===== src/rtl/updi_target_pkg.sv =====
// UPDI target responder shared definitions: opcode/SYNCH/ACK constants, CS addresses, keys, FSM states.
// Latency: n/a (package only).
// Backpressure: n/a (package only).
package updi_target_pkg;

  localparam logic [7:0] SYNCH = 8'h55;
  localparam logic [7:0] ACK   = 8'h40;

  // Opcode high nibbles; the low nibble carries as/ds or the CS address.
  localparam logic [3:0] OPC_LDS  = 4'h0;
  localparam logic [3:0] OPC_STS  = 4'h4;
  localparam logic [3:0] OPC_LDCS = 4'h8;
  localparam logic [3:0] OPC_STCS = 4'hC;
  localparam logic [7:0] OP_KEY   = 8'hE0;

  localparam logic [3:0] CS_STATUSA        = 4'h0;
  localparam logic [3:0] CS_STATUSB        = 4'h1;
  localparam logic [3:0] CS_KEY_STATUS     = 4'h7;
  localparam logic [3:0] CS_ASI_RESET_REQ  = 4'h8;
  localparam logic [3:0] CS_ASI_SYS_STATUS = 4'hB;

  localparam logic [7:0] RESET_REQ_SIG = 8'h59;
  localparam logic [2:0] STATUSB_ERR   = 3'd3;

  // 64-bit key values; byte 0 (the LSB) is the first one on the wire.
  localparam logic [63:0] KEY_NVMPROG  = 64'h4E564D50726F6720; // "NVMProg "
  localparam logic [63:0] KEY_NVMERASE = 64'h4E564D4572617365; // "NVMErase"
  localparam int KEY_PROG_BIT  = 4;
  localparam int KEY_ERASE_BIT = 3;

  typedef enum logic [3:0] {
    ST_IDLE,
    ST_OPCODE,
    ST_ADDR,
    ST_MEM_RD,
    ST_RD_WAIT,
    ST_DATA_TX,
    ST_ACK_TX,
    ST_DATA_RX,
    ST_MEM_WR,
    ST_CS_TX,
    ST_CS_RX,
    ST_KEY_RX,
    ST_ERROR
  } state_t;

  // Select wire-order byte idx of a 64-bit key.
  function automatic logic [7:0] key_byte(input logic [63:0] k, input logic [2:0] idx);
    return k[{idx, 3'b000} +: 8];
  endfunction

endpackage


===== src/rtl/updi_target_cs_regs.sv =====
// 16x8 UPDI control/status register file with read-only masks, STATUSB error flag and reset-request decode.
// Latency: writes visible the cycle after wr_en; reads and sys_rst_req are combinational from the registers.
// Backpressure: none; every strobe is accepted in the cycle it is presented.
module updi_target_cs_regs
  import updi_target_pkg::*;
#(
  parameter logic [7:0] STATUSA_RESET = 8'h30
) (
  input  logic       clk,
  input  logic       rst,
  input  logic [3:0] rd_addr,
  output logic [7:0] rd_data,
  input  logic       wr_en,
  input  logic [3:0] wr_addr,
  input  logic [7:0] wr_data,
  input  logic       err_set,
  input  logic       brk_clr,
  input  logic [7:0] key_set,
  output logic       sys_rst_req
);

  logic [7:0] cs_q [16];
  logic [7:0] cs_d [16];

  // Next register values: host write, key results, erase latch on reset request, error flag, break clear.
  always_comb begin
    for (int i = 0; i < 16; i++) cs_d[i] = cs_q[i];
    if (wr_en && (wr_addr != CS_STATUSA) && (wr_addr != CS_KEY_STATUS)) cs_d[wr_addr] = wr_data;
    if (wr_en && (wr_addr == CS_ASI_RESET_REQ) && (wr_data == RESET_REQ_SIG) &&
        cs_q[CS_KEY_STATUS][KEY_ERASE_BIT])
      cs_d[CS_ASI_SYS_STATUS][0] = 1'b1;
    cs_d[CS_KEY_STATUS] = cs_q[CS_KEY_STATUS] | key_set;
    if (err_set) cs_d[CS_STATUSB][2:0] = STATUSB_ERR;
    if (brk_clr) cs_d[CS_STATUSB] = 8'h00;
  end

  // Register file storage; only STATUSA has a non-zero reset value.
  always_ff @(posedge clk) begin
    if (rst) begin
      for (int i = 0; i < 16; i++) cs_q[i] <= 8'h00;
      cs_q[CS_STATUSA] <= STATUSA_RESET;
    end else begin
      for (int i = 0; i < 16; i++) cs_q[i] <= cs_d[i];
    end
  end

  assign rd_data     = cs_q[rd_addr];
  assign sys_rst_req = (cs_q[CS_ASI_RESET_REQ] == RESET_REQ_SIG);

endmodule


===== src/rtl/updi_target_responder.sv =====
// Device-side UPDI responder: decodes SYNCH+opcode from the RX FIFO, services LDCS/STCS/LDS/STS/KEY, bridges to a byte bus.
// Latency: 2 clks per RX byte (pop, then consume); LDCS reply pushed 1 clk after the opcode byte is consumed.
// Backpressure: pops only when RX is non-empty; stalls in push states while tx_full. Optional key check: UPDI_TARGET_KEY_EN.
module updi_target_responder
  import updi_target_pkg::*;
#(
  parameter logic [7:0] STATUSA_RESET = 8'h30,
  parameter int         KEY_BYTES     = 8
) (
  input  logic        clk,
  input  logic        rst,
  input  logic        break_detected,
  input  logic [7:0]  rx_data,
  output logic        rx_rd_en,
  input  logic        rx_empty,
  output logic [7:0]  tx_data,
  output logic        tx_wr_en,
  input  logic        tx_full,
  output logic [15:0] mem_addr,
  output logic [7:0]  mem_wdata,
  output logic        mem_we,
  output logic        mem_re,
  input  logic [7:0]  mem_rdata,
  output logic        sys_rst_req,
  output logic        busy
);

  state_t      state_q, state_d;
  logic        rx_pend_q, rx_pend_d;
  logic [3:0]  cnt_q, cnt_d;
  logic [15:0] addr_q, addr_d;
  logic [7:0]  wd0_q, wd0_d, wd1_q, wd1_d;
  logic [7:0]  tx_dat_q, tx_dat_d;
  logic [3:0]  cs_addr_q, cs_addr_d;
  logic        is_st_q, is_st_d;
  logic        as_q, as_d;
  logic        ds_q, ds_d;
  logic        wr_done_q, wr_done_d;
`ifdef UPDI_TARGET_KEY_EN
  logic        kprog_q, kprog_d;
  logic        kerase_q, kerase_d;
`endif

  logic        want_rx, push_st, byte_vld, last_data;
  logic        cs_we, err_set;
  logic [7:0]  key_set, cs_rdata;

  // Handshake strobes derive from the registered state; break and reset kill them in the same cycle.
  always_comb begin
    want_rx  = (state_q == ST_IDLE) || (state_q == ST_OPCODE) || (state_q == ST_ADDR) ||
               (state_q == ST_DATA_RX) || (state_q == ST_CS_RX) || (state_q == ST_KEY_RX) ||
               (state_q == ST_ERROR);
    push_st  = (state_q == ST_CS_TX) || (state_q == ST_DATA_TX) || (state_q == ST_ACK_TX);
    byte_vld = rx_pend_q;
    rx_rd_en = !rst && !break_detected && want_rx && !rx_pend_q && !rx_empty;
    tx_wr_en = !rst && !break_detected && push_st && !tx_full;
    mem_we   = !rst && !break_detected && (state_q == ST_MEM_WR);
    mem_re   = !rst && !break_detected && (state_q == ST_MEM_RD);
  end

  assign last_data = (cnt_q[0] == ds_q);
  assign mem_addr  = addr_q + {15'd0, cnt_q[0]};
  assign mem_wdata = cnt_q[0] ? wd1_q : wd0_q;
  assign tx_data   = tx_dat_q;
  assign busy      = (state_q != ST_IDLE);

  // Instruction sequencer: next state and datapath captures; break overrides everything.
  always_comb begin
    state_d   = state_q;
    rx_pend_d = rx_rd_en;
    cnt_d     = cnt_q;
    addr_d    = addr_q;
    wd0_d     = wd0_q;
    wd1_d     = wd1_q;
    tx_dat_d  = tx_dat_q;
    cs_addr_d = cs_addr_q;
    is_st_d   = is_st_q;
    as_d      = as_q;
    ds_d      = ds_q;
    wr_done_d = wr_done_q;
    cs_we     = 1'b0;
    err_set   = 1'b0;
    key_set   = 8'h00;
`ifdef UPDI_TARGET_KEY_EN
    kprog_d   = kprog_q;
    kerase_d  = kerase_q;
`endif
    case (state_q)
      ST_IDLE: if (byte_vld && (rx_data == SYNCH)) state_d = ST_OPCODE;
      ST_OPCODE: if (byte_vld) begin
        cs_addr_d = rx_data[3:0];
        is_st_d   = rx_data[6];
        as_d      = rx_data[2];
        ds_d      = rx_data[0];
        cnt_d     = 4'd0;
        wr_done_d = 1'b0;
        if (rx_data[7:4] == OPC_LDCS) begin
          tx_dat_d = cs_rdata;
          state_d  = ST_CS_TX;
        end else if (rx_data[7:4] == OPC_STCS) begin
          state_d = ST_CS_RX;
        end else if (((rx_data[7:4] == OPC_LDS) || (rx_data[7:4] == OPC_STS)) &&
                     !rx_data[3] && !rx_data[1]) begin
          state_d = ST_ADDR;
        end else if (rx_data == OP_KEY) begin
`ifdef UPDI_TARGET_KEY_EN
          kprog_d  = 1'b1;
          kerase_d = 1'b1;
`endif
          state_d = ST_KEY_RX;
        end else begin
          err_set = 1'b1;
          state_d = ST_ERROR;
        end
      end
      ST_ADDR: if (byte_vld) begin
        if (cnt_q[0]) addr_d[15:8] = rx_data;
        else          addr_d       = {8'h00, rx_data};
        if (cnt_q[0] == as_q) begin
          cnt_d = 4'd0;
          if (is_st_q) begin
            tx_dat_d = ACK;
            state_d  = ST_ACK_TX;
          end else begin
            state_d = ST_MEM_RD;
          end
        end else begin
          cnt_d = cnt_q + 4'd1;
        end
      end
      ST_MEM_RD:  state_d = ST_RD_WAIT;
      ST_RD_WAIT: begin
        tx_dat_d = mem_rdata;
        state_d  = ST_DATA_TX;
      end
      ST_DATA_TX: if (tx_wr_en) begin
        if (last_data) state_d = ST_IDLE;
        else begin
          cnt_d   = cnt_q + 4'd1;
          state_d = ST_MEM_RD;
        end
      end
      ST_ACK_TX: if (tx_wr_en) state_d = wr_done_q ? ST_IDLE : ST_DATA_RX;
      ST_DATA_RX: if (byte_vld) begin
        if (cnt_q[0]) wd1_d = rx_data;
        else          wd0_d = rx_data;
        if (last_data) begin
          cnt_d   = 4'd0;
          state_d = ST_MEM_WR;
        end else begin
          cnt_d = cnt_q + 4'd1;
        end
      end
      ST_MEM_WR: begin
        if (last_data) begin
          wr_done_d = 1'b1;
          tx_dat_d  = ACK;
          state_d   = ST_ACK_TX;
        end else begin
          cnt_d = cnt_q + 4'd1;
        end
      end
      ST_CS_TX: if (tx_wr_en) state_d = ST_IDLE;
      ST_CS_RX: if (byte_vld) begin
        cs_we   = 1'b1;
        state_d = ST_IDLE;
      end
      ST_KEY_RX: if (byte_vld) begin
`ifdef UPDI_TARGET_KEY_EN
        kprog_d  = kprog_q  && (rx_data == key_byte(KEY_NVMPROG,  cnt_q[2:0]));
        kerase_d = kerase_q && (rx_data == key_byte(KEY_NVMERASE, cnt_q[2:0]));
`endif
        if (cnt_q == 4'(KEY_BYTES - 1)) begin
`ifdef UPDI_TARGET_KEY_EN
          key_set[KEY_PROG_BIT]  = kprog_d;
          key_set[KEY_ERASE_BIT] = kerase_d;
`endif
          state_d = ST_IDLE;
        end else begin
          cnt_d = cnt_q + 4'd1;
        end
      end
      ST_ERROR: state_d = ST_ERROR;
      default:  state_d = ST_IDLE;
    endcase
    if (break_detected) begin
      state_d = ST_IDLE;
      cs_we   = 1'b0;
      err_set = 1'b0;
      key_set = 8'h00;
    end
  end

  // State and datapath registers.
  always_ff @(posedge clk) begin
    if (rst) begin
      state_q   <= ST_IDLE;
      rx_pend_q <= 1'b0;
      cnt_q     <= 4'd0;
      addr_q    <= 16'h0000;
      wd0_q     <= 8'h00;
      wd1_q     <= 8'h00;
      tx_dat_q  <= 8'h00;
      cs_addr_q <= 4'h0;
      is_st_q   <= 1'b0;
      as_q      <= 1'b0;
      ds_q      <= 1'b0;
      wr_done_q <= 1'b0;
`ifdef UPDI_TARGET_KEY_EN
      kprog_q   <= 1'b0;
      kerase_q  <= 1'b0;
`endif
    end else begin
      state_q   <= state_d;
      rx_pend_q <= rx_pend_d;
      cnt_q     <= cnt_d;
      addr_q    <= addr_d;
      wd0_q     <= wd0_d;
      wd1_q     <= wd1_d;
      tx_dat_q  <= tx_dat_d;
      cs_addr_q <= cs_addr_d;
      is_st_q   <= is_st_d;
      as_q      <= as_d;
      ds_q      <= ds_d;
      wr_done_q <= wr_done_d;
`ifdef UPDI_TARGET_KEY_EN
      kprog_q   <= kprog_d;
      kerase_q  <= kerase_d;
`endif
    end
  end

  updi_target_cs_regs #(
    .STATUSA_RESET(STATUSA_RESET)
  ) u_cs_regs (
    .clk        (clk),
    .rst        (rst),
    .rd_addr    (rx_data[3:0]),
    .rd_data    (cs_rdata),
    .wr_en      (cs_we),
    .wr_addr    (cs_addr_q),
    .wr_data    (rx_data),
    .err_set    (err_set),
    .brk_clr    (break_detected),
    .key_set    (key_set),
    .sys_rst_req(sys_rst_req)
  );

endmodule

===== config.mk =====
export PLATFORM = sky130hd
export DESIGN_NAME = updi_target_responder
export DESIGN_NICKNAME = d
export VERILOG_FILES = /design/src/rtl/updi_target_pkg.sv /design/src/rtl/updi_target_cs_regs.sv /design/src/rtl/updi_target_responder.sv
export SDC_FILE = /design/constraint.sdc
export NUM_CORES = 1
export LEC_CHECK = 0
export BUFFER_PORTS_ARGS = -buffer_cell sky130_fd_sc_hd__buf_2
export CORE_MARGIN = 4
export CORE_UTILIZATION = 30
export CTS_CLUSTER_DIAMETER = 40
export DETAILED_ROUTE_END_ITERATION = 8
export PLACE_DENSITY = 0.44
export SLEW_MARGIN = 20
export SYNTH_ARGS = -nofsm -noshare
export SYNTH_HDL_FRONTEND = slang
export SYNTH_HIERARCHICAL = 1
export SYNTH_SLANG_ARGS = --single-unit

===== constraint.sdc =====
create_clock -name clk -period 3.6 [get_ports clk]
set_input_delay 0.36 -clock clk [delete_from_list [all_inputs] [get_ports clk]]
set_output_delay 0.36 -clock clk [all_outputs]
set_load 0.02 [all_outputs]

==> Word level (Yosys, flattened, before mapping) <==
Memories as Yosys holds them, arrays and structs flattened.
Index checks and enable logic that the tools add are counted.
{ "word_totals": {"reg_bits": 57, "ram_bits": 128, "inputBits": 21, "output_inout_bits": 38, "word_cells": 206, "n_memories": 1} }
{ "mem_list": {"columns": ["memory", "words", "width", "read_ports", "rd_ports_with_merged_regs", "write_ports", "line", "rtl"], "rows": [
  ["u_cs_regs.cs_q", 16, 8, 17, 0, 16, "updi_target_cs_regs.sv:22", "logic [7:0] cs_q [16];"]
]} }
{ "op_classes": {"addsub": 2, "n_lt_le_gt_ge": 2, "n_eq_ne": 40, "muxes": 79, "n_bitwise": 19, "n_reduce_logical": 50} }
{ "ops": {"columns": ["op", "n"], "rows": [
  ["two-way mux 8 bit", 27],
  ["bitwise mux 128 bit", 1],
  ["two-way mux 128 bit", 1],
  ["two-way mux 4 bit", 24],
  ["one-hot mux 4 bit (13 select lines)", 1],
  ["demux 8 bit (select 4 bit)", 1],
  ["equality test 4 bit (second input constant)", 8],
  ["one-hot mux 8 bit (4 select lines)", 1],
  ["equality test 4 x 3 -> 1 bit (second input constant)", 6],
  ["equality test 8 x 7 -> 1 bit (second input constant)", 3],
  ["!= test 2 bit (second input constant)", 12],
  ["one-hot mux 4 bit (6 select lines)", 1],
  ["logical AND 1 bit", 17],
  ["OR 1 bit", 17],
  ["adder 16 x 1 -> 16 bit", 1],
  ["two-way mux 1 bit", 16],
  ["AND reduction 7 bit", 2],
  ["AND reduction 13 bit", 1],
  ["two-way mux 3 bit", 4],
  ["AND reduction 3 bit", 4],
  ["nonzero test 4 bit", 3],
  ["logical OR 1 bit", 9],
  ["equality test 4 x 2 -> 1 bit (second input constant)", 2],
  ["equality test 8 bit (second input constant)", 1],
  ["17 further kinds", 29]
]} }

==> Depth between registers and ports, before layout <==
{ "logic_depth": {"depth_word": 13, "depth_mapped": 10, "ltp_nobuf": 7} }

==> Modules after synthesis <==
The synthesis kept the hierarchy.
{ "modules_own_cells": {"columns": ["module", "n_inst", "cells_per_inst", "area_each_um2", "seq_area_each_um2"], "rows": [
  ["updi_target_cs_regs", 1, 538, 5582.9, 2562.5],
  ["updi_target_responder", 1, 413, 3318.2, 1101.1]
]} }

==> Worst setup path before layout <==
OpenSTA, ideal clock, no wires.
{ "synth_timing": {"path_type": "register -> register", "from": "reg cnt_q[0]", "to": "reg cnt_q[0]", "arrival_time_ps": 2482, "t_required_ps": 3521, "setup_slack_ps": 1039, "path_stages_with_launch": 10, "path_buffers": 2, "period_less_slack_ps": 2561, "cell_sequence": "dfxtp_1 > clkbuf_1 > clkbuf_1 > inv_1 > ha_1 > nand2b_1 > a211oi_1 > or3_1 > or3_4 > a211oi_2"} }
{ "synth_between": {"elab_chain_len": 4, "elab_cells_between_ends": 15} }
{ "synth_rtl": {"columns": ["item", "line", "rtl"], "rows": [
  ["from (decl)", "updi_target_responder.sv:30", "logic [3:0] cnt_q, cnt_d;"],
  ["from (signal assigned)", "updi_target_responder.sv:216", "cnt_q <= cnt_d;"],
  ["adder 4 x 1 -> 4 bit (tied with other cells)", null, null],
  ["two-way mux 4 bit, on equally long branches (2 in series)", null, null],
  ["one-hot mux 4 bit (6 select lines)", "updi_target_responder.sv:88", "case (state_q)"]
]} }
Parallel ways exist; a longest one is shown, timed or not. The select of a mux whose other input is x is not followed.
A chain may end at the register's enable or synchronous reset.

==> metrics.csv <==
metric,value,unit
hold_start,rx_empty,
final-setup-viol-count,0,
reg2reg_from,state_q[3]$_SDFFE_PP0P_,
post-route-period-util,0.7604,
avgRoutedWirePerCell,18.59,um
drt_first_pass_iters,5,
nets,1009,
hold_viol_final,0,
start_util,0.3068,
cp-end-kind,flop,
antenna_found_initial,0,
syn_inst,951,
max_freq,365.3,MHz
timing.final.ws_setup,0.8627,ns
startpoint,state_q[3]$_SDFFE_PP0P_,
cts_resized,0,
yosys.cell_types.count,69,
slew_violations,0,
power_density,402.1,nW/um2
post_cts_buffers,0,
path_cells,"nand2_1, nor3_1, buf_4, nand2_2, or3_1, mux2i_1, nor2_1",
syn_area_per_cell,9.360,um2
seq_power_share,0.498,
clock_skew,0.007768,ns
final_cells,1379,
dieHeight,180.3,um
p_switching,1022,uW
synthFlopType,dfxtp_1,
max_cap_violations,0,
hp-class,in -> reg,
via_per_inst,5.048,
synth_seq_cells,183,
ant_nets,0,
dieArea,32490,um2
clock_latency,0.43,ns
slew_headroom,0.3473,
yosys-top-cells-area,"dfxtp_1, mux2i_1, mux4_2",
drc_errors,0,
p_total,4080,uW
ctsRootBufferMaster,clkbuf_16,
drive_above_1_share,0.1799,
yosys_warnings,6,
crit_type,reg -> reg,
num_rows,62,
yosys.area.top_type_share,0.4116,
yosysMostFrequentCell,dfxtp_1,
irDropWorstVdd,0.3453,mV
worst_hold_slack,0.1356,ns
status,completed,
finalCriticalPeriod,2.737,ns
gp_congestion,0.7940,
placed_cells,1348,
leakagePower,0.003977,uW
tightest_slew,0.9790,ns
grt_pass1_vias,6703,
synth_top_area_cell,dfxtp_1,
p_comb_frac,0.045,
design.core.area,29010,um2
dp_slack,0.7800,ns
grt_max_degree,171,
hold_buffers,0,
dieWidth,180.3,um
p_int,3059,uW
drt_iter0_markers,595,
grt_pass1_wl,40.57,mm
netlist_area,8901,um2
timing.critical_path.from_type,flop,
timing.setup.tns,0,ns
cp.arrival,3.02,ns
cts_made_buffers,17,
ys_seq_area_frac,0.4116,
power.clock.fraction,0.456,
synth-async-reset-ratio,0,
cts_tree,yes,
hpwlAfterDp,16.58,mm
slowest_stage,or3_1,
place.port_buffers,58,
pin_count,59,
syn2layout_area_growth,14.00,%
rsz0062_at_grt,no,
synth-edff-count,0,
clockBufferDepth,2,
slowest_delay,0.70,ns
critPathBufInv,1,
grt-ovfl-total,0,
fillerInstances,3017,
ys_top_cells_by_count,"dfxtp_1, nor2_1, mux2i_1",
netSwitchingFraction,0.2504,
path_clk_slew,0.07,ns
crit_fanout,17,
crit_required,3.88,ns
htreeDepth,4,
drt-total-wl,25.64,mm
critPathTopFamily,simple AND/OR/NAND/NOR gates,
num_vias,6961,
antenna_cells,0,
track_usage,0.1563,
clock-sinks,183,
## flip-flops by register name, summed over array words and instances (netlist names), 4 cells and up
name,count
addr_q,16
cnt_q,4
cs_addr_q,4
state_q,4
tx_data,8
u_cs_regs/cs_q,128
wd0_q,8
wd1_q,8
## cells by family (layout without fill, tap and decap cells)
kind of cell               Yosys count  count (layout)  synth area share
DFF                                183             183            0.4116
adders and majority gates            5               5          0.007028
and+or+nand+nor                    356             356            0.1952
AOI/OAI and AO/OA                  151             151            0.1067
xor gates and xnor gates            15              15           0.01476
muxes                              156             156            0.2215
buffers and inverters               84             121           0.04273
other                                1               8         0.0004213
## metrics by stage
stage / util / instance area (um2)
finish: 0.3498 / 10150
global route: 0.3498 / 10150
CTS: 0.3498 / 10150
detailed placement: 0.3300 / 9575
global placement: 0.3298 / 9569
floorplan: - / 8927
## power groups by stage
stage	clock, uW	combinational (uW)	sequential [uW]
floorplan	0	111	2080
global route	2010	201	2030
global placement	0	189	2080
CTS	1910	189	2030
detailed placement	0	189	2080
finish	1860	184	2030
## layout make-up
class                      count  area, um2  share of cell area
clock inverter                13      142.6             0.01406
sequential                   183       3664              0.3610
inverter                       6      22.52            0.002219
timing repair buffer          84      513.0             0.05056
clock buffer                  18      429.2             0.04229
tap                          384      480.5             0.04735
multi-input combinational    691       4896              0.4825
## path summary, 6_finish.rpt
check,slack (ns),depth (start not counted),endpoint
setup / recovery,0.86,7,u_cs_regs/cs_q[9][1]$_SDFFE_PP0P_
hold / removal,0.14,2,byte_vld$_SDFF_PP0_
setup reg to reg,0.86,7,u_cs_regs/cs_q[9][1]$_SDFFE_PP0P_
hold reg to reg,0.45,1,u_cs_regs/cs_q[0][5]$_SDFFE_PP1P_
## per-layer routing
layer / up-vias / GRT usage / part of all wire
li1: 3445 / - / -
met1: 3377 / 0.2253 / 0.49
met2: 130 / 0.2507 / 0.47
met3: 9 / 0.02604 / 0.032
met4: 0 / 0.02722 / 0.0087
met5: - / 0 / 0
## worst reg2reg max path, delay by kind of cell, from the launching register on
| family | cells | cell delay [ns] |
|---|---|---|
| buffers and inverters | 1 | 0.20 |
| multiplexers | 1 | 0.26 |
| flip-flops | 1 | 0.65 |
| AND/OR/NAND/NOR | 5 | 1.48 |
## cell usage in the layout (no fill, tap or decap), types with 25 or more instances in the layout
master   instances
a21oi_1         52
a22oi_1         26
buf_2           57
buf_4           25
dfxtp_1        183
mux2i_1        116
mux4_2          32
nand2_1         68
nand3_1         28
nor2_1         158
o21ai_0         32
Note: power is estimated with default switching activity, not from simulation.
